## src/rtl/picc_defs_pkg.sv

```systemverilog
// ---------------------------------------------------------------------------
// picc_defs : shared definitions for the ISO 14443-3A PICC state controller.
//   - card state codes (out_state), response select codes (out_resp_sel)
//   - scheduler codes, decoded command codes, default FDT values
//   - cmd_pick(): resolves simultaneous command strobes by priority
// Optional feature macro: RATS_SUPPORT_EN (adds PROT state and ATS response).
// ---------------------------------------------------------------------------
package picc_defs;

    // Frame delay times in clk cycles (1 clk = 4 carrier cycles)
    localparam int FDT1_DEFAULT  = 309;  // last received bit = 1 (1236/fc)
    localparam int FDT0_DEFAULT  = 293;  // last received bit = 0 (1172/fc)
    localparam int CNT_W_DEFAULT = 9;

    // Card states
    localparam logic [2:0] ST_IDLE   = 3'd0;
    localparam logic [2:0] ST_READY  = 3'd1;
    localparam logic [2:0] ST_ACTIVE = 3'd2;
    localparam logic [2:0] ST_HALT   = 3'd3;
`ifdef RATS_SUPPORT_EN
    localparam logic [2:0] ST_PROT   = 3'd4;
`endif

    // Response frame selection
    localparam logic [2:0] RESP_NONE    = 3'd0;
    localparam logic [2:0] RESP_ATQA    = 3'd1;
    localparam logic [2:0] RESP_UID_CL1 = 3'd2;
    localparam logic [2:0] RESP_SAK     = 3'd3;
`ifdef RATS_SUPPORT_EN
    localparam logic [2:0] RESP_ATS     = 3'd4;
`endif

    // Response scheduler
    localparam logic [1:0] SCH_LISTEN = 2'd0;
    localparam logic [1:0] SCH_WAIT   = 2'd1;
    localparam logic [1:0] SCH_TX     = 2'd2;

    // Decoded command after priority resolution
    localparam logic [2:0] CMD_NONE = 3'd0;
    localparam logic [2:0] CMD_WUPA = 3'd1;
    localparam logic [2:0] CMD_REQA = 3'd2;
    localparam logic [2:0] CMD_SEL  = 3'd3;
    localparam logic [2:0] CMD_ANTC = 3'd4;
    localparam logic [2:0] CMD_HLTA = 3'd5;
    localparam logic [2:0] CMD_RATS = 3'd6;

    // Priority WUPA > REQA > SEL > ANTC > HLTA > RATS; lower strobes dropped
    function automatic logic [2:0] cmd_pick(
        input logic wupa, input logic reqa, input logic sel,
        input logic antc, input logic hlta, input logic rats
    );
        logic [2:0] cmd;
        if (wupa)      cmd = CMD_WUPA;
        else if (reqa) cmd = CMD_REQA;
        else if (sel)  cmd = CMD_SEL;
        else if (antc) cmd = CMD_ANTC;
        else if (hlta) cmd = CMD_HLTA;
        else if (rats) cmd = CMD_RATS;
        else           cmd = CMD_NONE;
        return cmd;
    endfunction

endpackage

```

## src/rtl/picc_state_ctrl_fdt_timer.sv

```systemverilog
// ---------------------------------------------------------------------------
// fdt_timer : down-counter that times the frame delay before encoder start.
//   clk      : system clock
//   por_n    : synchronous active-low reset
//   clr      : synchronous clear (abort pending start)
//   load     : load load_val into the counter
//   load_val : initial count (FDT - 1)
//   en       : decrement while high
//   count    : current count
//   expire   : high in the cycle whose edge brings the count to 0
// ---------------------------------------------------------------------------
module fdt_timer #(
    parameter int CNT_W = 9
) (
    input  logic             clk,
    input  logic             por_n,
    input  logic             clr,
    input  logic             load,
    input  logic [CNT_W-1:0] load_val,
    input  logic             en,
    output logic [CNT_W-1:0] count,
    output logic             expire
);

    localparam logic [CNT_W-1:0] CNT_ONE  = CNT_W'(1);
    localparam logic [CNT_W-1:0] CNT_ZERO = CNT_W'(0);

    logic [CNT_W-1:0] cnt_r;

    // Counter: clear has priority over load, load over decrement
    always_ff @(posedge clk) begin
        if (!por_n) begin
            cnt_r <= CNT_ZERO;
        end else if (clr) begin
            cnt_r <= CNT_ZERO;
        end else if (load) begin
            cnt_r <= load_val;
        end else if (en && (cnt_r != CNT_ZERO)) begin
            cnt_r <= cnt_r - CNT_ONE;
        end else begin
            cnt_r <= cnt_r;
        end
    end

    // Flag the last decrement so the caller can register its start pulse
    // on the same edge the counter reaches zero
    assign expire = en && (cnt_r == CNT_ONE);
    assign count  = cnt_r;

endmodule

```

## src/rtl/picc_state_ctrl.sv

```systemverilog
// ---------------------------------------------------------------------------
// picc_state_ctrl : ISO 14443-3A PICC card state machine and response
// scheduler between the Miller decoder and the Manchester encoder.
//   clk            : 3.39 MHz system clock
//   in_PoR         : synchronous active-low reset
//   in_field       : RF field present (low = field loss, forces IDLE)
//   in_REQA..RATS  : one-cycle end-of-frame command strobes
//   in_last_bit    : last decoded data bit, valid with the strobe
//   in_tx_busy     : encoder busy
//   out_state      : card state code
//   out_tx_start   : one-cycle encoder start pulse, exactly FDT after strobe
//   out_resp_sel   : response frame select
//   out_busy       : high while waiting for FDT or transmitting
// Optional feature macro: RATS_SUPPORT_EN (RATS in ACTIVE -> PROT, ATS).
// ---------------------------------------------------------------------------
module picc_state_ctrl
    import picc_defs::*;
#(
    parameter int FDT1  = FDT1_DEFAULT,
    parameter int FDT0  = FDT0_DEFAULT,
    parameter int CNT_W = CNT_W_DEFAULT
) (
    input  logic       clk,
    input  logic       in_PoR,
    input  logic       in_field,
    input  logic       in_REQA,
    input  logic       in_WUPA,
    input  logic       in_ANTC,
    input  logic       in_SEL,
    input  logic       in_HLTA,
    input  logic       in_RATS,
    input  logic       in_last_bit,
    input  logic       in_tx_busy,
    output logic [2:0] out_state,
    output logic       out_tx_start,
    output logic [2:0] out_resp_sel,
    output logic       out_busy
);

    // Counter is loaded with FDT-1 on the strobe edge so the start pulse
    // lands exactly FDT clocks after the strobe was raised
    localparam logic [CNT_W-1:0] LOAD1 = CNT_W'(FDT1 - 1);
    localparam logic [CNT_W-1:0] LOAD0 = CNT_W'(FDT0 - 1);

    logic [2:0]       state_r, state_nx_s;
    logic [1:0]       sched_r, sched_nx_s;
    logic [2:0]       resp_r, resp_nx_s;
    logic             tx_start_r, tx_start_nx_s;
    logic             busy_r;
    logic             seen_busy_r, seen_busy_nx_s;
    logic [2:0]       cmd_s;
    logic             load_s, clr_s, en_s, expire_s;
    logic [CNT_W-1:0] count_s;

    assign cmd_s = cmd_pick(in_WUPA, in_REQA, in_SEL, in_ANTC, in_HLTA, in_RATS);
    assign en_s  = (sched_r == SCH_WAIT);

    fdt_timer #(.CNT_W(CNT_W)) u_fdt_timer (
        .clk      (clk),
        .por_n    (in_PoR),
        .clr      (clr_s),
        .load     (load_s),
        .load_val (in_last_bit ? LOAD1 : LOAD0),
        .en       (en_s),
        .count    (count_s),
        .expire   (expire_s)
    );

    // Next-state logic for card FSM and response scheduler
    always_comb begin
        state_nx_s     = state_r;
        sched_nx_s     = sched_r;
        resp_nx_s      = resp_r;
        tx_start_nx_s  = 1'b0;
        seen_busy_nx_s = seen_busy_r;
        load_s         = 1'b0;
        clr_s          = 1'b0;
        if (!in_field) begin
            state_nx_s     = ST_IDLE;
            sched_nx_s     = SCH_LISTEN;
            resp_nx_s      = RESP_NONE;
            seen_busy_nx_s = 1'b0;
            clr_s          = 1'b1;
        end else begin
            case (sched_r)
                SCH_LISTEN: begin
                    resp_nx_s = RESP_NONE;
                    case (state_r)
                        ST_IDLE: begin
                            if ((cmd_s == CMD_WUPA) || (cmd_s == CMD_REQA)) begin
                                state_nx_s = ST_READY;
                                resp_nx_s  = RESP_ATQA;
                            end else begin
                                state_nx_s = ST_IDLE;
                            end
                        end
                        ST_READY: begin
                            if (cmd_s == CMD_NONE) begin
                                state_nx_s = ST_READY;
                            end else if (cmd_s == CMD_ANTC) begin
                                state_nx_s = ST_READY;
                                resp_nx_s  = RESP_UID_CL1;
                            end else if (cmd_s == CMD_SEL) begin
                                state_nx_s = ST_ACTIVE;
                                resp_nx_s  = RESP_SAK;
                            end else begin
                                state_nx_s = ST_IDLE;
                            end
                        end
                        ST_ACTIVE: begin
                            if (cmd_s == CMD_NONE) begin
                                state_nx_s = ST_ACTIVE;
                            end else if (cmd_s == CMD_HLTA) begin
                                state_nx_s = ST_HALT;
                            end
`ifdef RATS_SUPPORT_EN
                            else if (cmd_s == CMD_RATS) begin
                                state_nx_s = ST_PROT;
                                resp_nx_s  = RESP_ATS;
                            end
`endif
                            else begin
                                state_nx_s = ST_IDLE;
                            end
                        end
                        ST_HALT: begin
                            if (cmd_s == CMD_WUPA) begin
                                state_nx_s = ST_READY;
                                resp_nx_s  = RESP_ATQA;
                            end else begin
                                state_nx_s = ST_HALT;
                            end
                        end
`ifdef RATS_SUPPORT_EN
                        ST_PROT: begin
                            state_nx_s = ST_PROT;
                        end
`endif
                        default: begin
                            state_nx_s = ST_IDLE;
                        end
                    endcase
                    if (resp_nx_s != RESP_NONE) begin
                        sched_nx_s = SCH_WAIT;
                        load_s     = 1'b1;
                    end else begin
                        sched_nx_s = SCH_LISTEN;
                    end
                end
                SCH_WAIT: begin
                    if (expire_s) begin
                        tx_start_nx_s  = 1'b1;
                        sched_nx_s     = SCH_TX;
                        seen_busy_nx_s = 1'b0;
                    end else begin
                        sched_nx_s = SCH_WAIT;
                    end
                end
                SCH_TX: begin
                    // Leave only after the encoder has actually started and finished
                    if (in_tx_busy) begin
                        seen_busy_nx_s = 1'b1;
                    end else if (seen_busy_r) begin
                        sched_nx_s     = SCH_LISTEN;
                        resp_nx_s      = RESP_NONE;
                        seen_busy_nx_s = 1'b0;
                    end else begin
                        sched_nx_s = SCH_TX;
                    end
                end
                default: begin
                    sched_nx_s = SCH_LISTEN;
                    resp_nx_s  = RESP_NONE;
                    clr_s      = 1'b1;
                end
            endcase
        end
    end

    // State and output registers
    always_ff @(posedge clk) begin
        if (!in_PoR) begin
            state_r     <= ST_IDLE;
            sched_r     <= SCH_LISTEN;
            resp_r      <= RESP_NONE;
            tx_start_r  <= 1'b0;
            busy_r      <= 1'b0;
            seen_busy_r <= 1'b0;
        end else begin
            state_r     <= state_nx_s;
            sched_r     <= sched_nx_s;
            resp_r      <= resp_nx_s;
            tx_start_r  <= tx_start_nx_s;
            busy_r      <= (sched_nx_s != SCH_LISTEN);
            seen_busy_r <= seen_busy_nx_s;
        end
    end

    assign out_state    = state_r;
    assign out_tx_start = tx_start_r;
    assign out_resp_sel = resp_r;
    assign out_busy     = busy_r;

    logic unused_s;
    assign unused_s = ^count_s;

endmodule

```

## config.mk

```make
export PLATFORM = sky130hd
export DESIGN_NAME = picc_state_ctrl
export DESIGN_NICKNAME = d
export VERILOG_FILES = /design/src/rtl/picc_defs_pkg.sv /design/src/rtl/picc_state_ctrl_fdt_timer.sv /design/src/rtl/picc_state_ctrl.sv
export SDC_FILE = /design/constraint.sdc
export NUM_CORES = 1
export LEC_CHECK = 0
export BUFFER_PORTS_ARGS = -buffer_cell sky130_fd_sc_hd__buf_2
export CORE_UTILIZATION = 40
export CTS_CLUSTER_DIAMETER = 120
export DETAILED_ROUTE_END_ITERATION = 16
export GPL_ROUTABILITY_DRIVEN = 0
export PLACE_DENSITY = 0.63
export SYNTH_ARGS = -nofsm -noshare
export SYNTH_HDL_FRONTEND = slang
export SYNTH_SLANG_ARGS = --single-unit
```

## constraint.sdc

```tcl
create_clock -name clk -period 3.2 [get_ports clk]
set_clock_uncertainty 0.1 [all_clocks]
set_input_delay 0.96 -clock clk [delete_from_list [all_inputs] [get_ports clk]]
set_output_delay 0.96 -clock clk [all_outputs]
set_load 0.1 [all_outputs]
```

======== Word level (Yosys, flattened, before mapping) ========
Cells that the tools add are included.
word-level totals
  bits in registers ....................... 20
  logic and storage cells ................. 83
  input port bits ......................... 11
cells by class
  bitwise logic cells ..................... 2
  reductions and logical operators ........ 17
  multiplexer cells ....................... 42
  equal/unequal tests ..................... 14
  $add $sub $neg .......................... 1
operators with widths
  operator             number
  $mux 3               10
  $mux 2               13
  $mux 9               2
  $eq 3x2->1 const B   4
  $pmux 2 s3           2
  $pmux 3 s4           1
  $mux 1               11
  $eq 9x1->1 const B   1
  $pmux 3 s3           1
  $reduce_bool 9->1    1
  $sub 9x1->9 const B  1
  $eq 3x1->1 const B   2
  $eq 3x3->1 const B   2
  $logic_not 3->1      2
  $ne 2x2->1 const B   3
  $reduce_and 3->1     2
  $reduce_bool 2->1    3
  $mux 5               1
  $reduce_and 2->1     2
  $reduce_bool 3->1    1
  $reduce_or 3->1      1
  $eq 2x1->1 const B   1
  $eq 2x2->1 const B   1
  $logic_and 1x1->1    2
  5 further kinds      6

======== Logic depth before layout (Yosys ltp) ========
  depth in word-level cells ............... 18
  depth in mapped cells ................... 6

======== Cells and area by module ========
From an unflattened synthesis, not the netlist that was laid out.
second synthesis, totals
  cells, all modules ...................... 142
  area, all modules ....................... 1,102.3 sq um
by module, submodules not included
  module           instances  cells an instance  area an instance (sq um)
  fdt_timer        1          68                 576.8
  picc_state_ctrl  1          74                 525.5

======== Least setup slack after synthesis ========
No wires, ideal clock.
  kind .................................... reg-to-reg
  start point ............................. register state_r[1] (netlist: out_state[1])
  end point ............................... register u_fdt_timer.cnt_r[0] (netlist: u_fdt_timer.count[0])
  arrival time ............................ 1,924 ps
  data required time ...................... 2,965 ps
  period minus slack after synthesis ...... 2,158 ps
  cell stages (with the launch flop) ...... 6
  buffers on the path ..................... 1
  path slack .............................. 1,042 ps
  path through ............................ dfxtp_1 -> clkbuf_1 -> nand3_1 -> o31a_1 -> a21oi_1 -> nor3_1
between the ends
  longest elaborated chain between the ends .. 9
  elaborated cells between the ends (all ways) .. 12
  those cells by class .................... 2 x eq/ne; 7 x mux; 3 x reduce/logical
RTL lines
  what                                                RTL line                         source
  from (decl)                                         picc_state_ctrl.sv:45            logic [2:0] state_r, state_nx_s;
  from (signal assigned)                              picc_state_ctrl.sv:190           state_r <= state_nx_s;
  $eq 3x2->1, or another cell as far along            picc_state_ctrl.sv:88            case (state_r)
  $pmux 2 s3 (*)                                      picc_state_ctrl.sv:88
  $mux 3 (*)                                          picc_state_ctrl.sv:85            case (sched_r)
  $mux 3 (*)                                          picc_state_ctrl.sv:78            if (!in_field) begin
  $reduce_bool 3->1 (*)                               picc_state_ctrl.sv:143           if (resp_nx_s != RESP_NONE) begin
  $mux 1 (*)                                          picc_state_ctrl.sv:143
  $mux 1 (*)                                          picc_state_ctrl.sv:85
  $mux 1 (*)                                          picc_state_ctrl.sv:78
  $mux 9 / $reduce_bool 2->1 (equally long branches)  -
  to (signal assigned)                                picc_state_ctrl_fdt_timer.sv:37  cnt_r <= load_val;
  to (signal assigned)                                picc_state_ctrl_fdt_timer.sv:39  cnt_r <= cnt_r - CNT_ONE;
  to (signal assigned)                                picc_state_ctrl_fdt_timer.sv:41  cnt_r <= cnt_r;
  to (decl)                                           picc_state_ctrl_fdt_timer.sv:28  logic [CNT_W-1:0] cnt_r;
Mark *: on every way between the ends. The rest lies on a longest branch, timed or not. The select of a mux whose other input is x is not followed.
A chain may end at the register's enable or synchronous reset.

======== Worst setup path in the final report ========
  start point ............................. register state_r[0] (netlist: out_state[0])
  end point ............................... output out_state[0]
RTL lines
  what       RTL line               source
  to (decl)  picc_state_ctrl.sv:34  output logic [2:0] out_state,
No word-level cell between the ends.

==> out/qor.yml <==
outcome:
  outcome: "finished with violations"
  violations: "design-rule violations"
yosys:
  synthDistinctLibCells: 43
  ys_warn_count: 0
  ys_top_cells_by_area: "dfxtp_1 34%, a21oi_1 4.3%, a211oi_1 3.6%"
  ys.flop_type: "dfxtp_1"
  synth_largest_area_cell: "dfxtp_1"
  synth-seq-area-share: 0.345
  syn_inst: 119
  synthArstFlopShare: 0
  synth_edf_count: 0
  netlist_area_um2: 1040
  yosysTopAreaCellShare: 0.345
  synth_area_per_cell_um2: 8.78
  synth-seq-cells: 18
sta:
  fin_crit_sh: 0.758
  fin_ws_ps: 774
  worst_pin_slew_ps: 625
  finalSetupViolCount: 0
  fmax_mhz: 412
  setup-tns-final_ps: 0
  rsz0062_at_grt: "no"
  relSlewSlack: 0.580
  slew_viol_final: 0
  period_minus_slack_ps: 2430
  hold_violations: 0
  timing.hold.ws_ps: 387
layout:
  layout_common_cells: "18 x dfxtp_1, 16 x buf_2, 9 x nor2_1, 9 x a21oi_1"
  final_common_cell: "dfxtp_1"
  num_antenna_cells: 0
  seq_area_um2: 360
  multi_input_comb_area_um2: 628
  drive_gt1_frac: 0.224
  final_util: 0.470
  fillers: 273
  nets: 148
  syn_to_final_growth_pct: 11.5
floorplan:
  ios: 19
  die_w_um: 53.1
  initial_core_util: 0.422
  die_h_um: 53.1
  rows: 18
  die_area_um2: 2820
  core_um2: 2480
pwr:
  switching_share: 0.326
  power_uw: 492
  p_int_uw: 332
  leakage_nw: 0.420
  p_sw_uw: 160
  pwr-share-seq: 0.491
  pwr-share-clk: 0.287
  power_density_nw_per_um2: 422
  ir_drop_v: 0.000242
  combPwrFrac: 0.221
clocking:
  cts-resized-gates: 0
  clk_latency_ps: 290
  cts.sinks: 18
  ctsRootBufferMaster: "clkbuf_4"
  h-tree-depth: 1
  clk_pin_slew_ps: 110
  post_cts_buffers: 0
  cts_inserted_buffers: 3
  cts_buffer_depth: 2
  ctsHoldBuffers: 0
  cts_tree: "built"
routing:
  drt_pass1_iterations: 10
  wirelength_um: 2220
  avgRoutedWirePerCell_um: 13.5
  vias: 951
  vias_per_cell: 5.80
  drt_iter0_markers: 19
  route.detailed.drc: 2
  ant_nets: 0
setup_path:
  cp.required_ps: 2140
  cpMaxStageDelayCell: "dfxtp_1"
  cp.buffers_inverters: 1
  crit_chain: "buf_2"
  worstPathArrival_ps: 1370
  crit_fanout: 14
  slowest_delay_ps: 570
  cp_top_family: "flip-flops"
  critical_path_class: "reg2out"
  critPathLaunchType: "flip-flop"
  end_kind: "output pin"
  timing.rr.start: "u_fdt_timer.count[1]$_SDFFE_PP0P_"
  crit_path_start: "out_state[0]$_SDFFE_PN0N_"
grt:
  grt_max_degree: 15
  grt_pass1_wl_um: 3640
  grt_pass1_vias: 884
  grt_remaining_overflow: 0
  grt_antenna_before_repair: 0
  grt_usage: 0.177
run:
  cap_violations: 0
place:
  portBuffers: 16
  dpl.hpwl_um: 1680
  place_ws_ps: 828
worst_hold_path:
  worstHoldStart: "out_resp_sel[0]$_SDFFE_PN0P_"
  hp-class: "reg2reg"
-- stage by stage --
stage	instances	instance area, um2
floorplan	120	1050
global placement	160	1130
detailed placement	160	1130
CTS	164	1160
global route	164	1160
finish	164	1160
-- Yosys cell counts, types with 2 or more instances --
master	count
buf_4	2
a211oi_1	5
and3_1	2
dfxtp_1	18
nand3b_1	2
ha_1	2
or3_1	2
a311oi_1	2
nor3_1	7
nand3_1	4
a21oi_1	9
nand2_1	4
nor2_1	9
nand4_1	3
clkbuf_1	3
a2111oi_2	2
o21ai_0	7
a21o_1	2
o21a_1	2
inv_1	5
xnor2_1	4
o31ai_1	2
-- final timing paths --
kind	slack, ps	endpoint	cells past startpoint
worst max-delay path	770	out_state[0]	1
worst min-delay path	390	out_resp_sel[0]$_SDFFE_PN0P_	2
worst max register to register	1270	u_fdt_timer.count[6]$_SDFFE_PP0P_	6
worst min register to register	390	out_resp_sel[0]$_SDFFE_PN0P_	2
-- metal layers --
layer | share of wire | global-route usage | wire [um] | vias to the layer above
met5 | 0 | 0 | 0 | -
met4 | 0 | 0.0965 | 0 | 0
met3 | 0.019 | 0.0287 | 43 | 0
met2 | 0.49 | 0.278 | 1090 | 16
met1 | 0.49 | 0.228 | 1090 | 455
li1 | - | - | - | 480
-- registers in the layout, indices dropped and copies added, names as in the netlist --
name,flops
sched_r,2
out_busy,1
out_tx_start,1
out_state,2
seen_busy_r,1
out_resp_sel,2
u_fdt_timer.count,9
-- power groups by stage --
stage / logic [mW] / registers [mW] / clock network (mW)
floorplan: 0.0716 / 0.263 / 0
global placement: 0.107 / 0.246 / 0
detailed placement: 0.108 / 0.247 / 0
CTS: 0.109 / 0.242 / 0.143
global route: 0.118 / 0.243 / 0.155
finish: 0.109 / 0.242 / 0.141
-- final cells by class --
type / instances / area share
multi-input combinational: 90 / 0.539
sequential: 18 / 0.309
timing repair buffer: 16 / 0.0687
tap: 30 / 0.0322
clock buffer: 4 / 0.0311
inverter: 6 / 0.0193
-- logic make-up after synthesis --
group,count (synthesis),share of synthesized area
and+or+nand+nor,41,0.230
AOI/OAI and AO/OA,40,0.297
DFF,18,0.345
buffers and inverters,12,0.0575
xor gates and xnor gates,4,0.0335
adders and majority gates,2,0.0239
other,1,0.00359
muxes,1,0.00958
(Power assumes the default switching activity.)
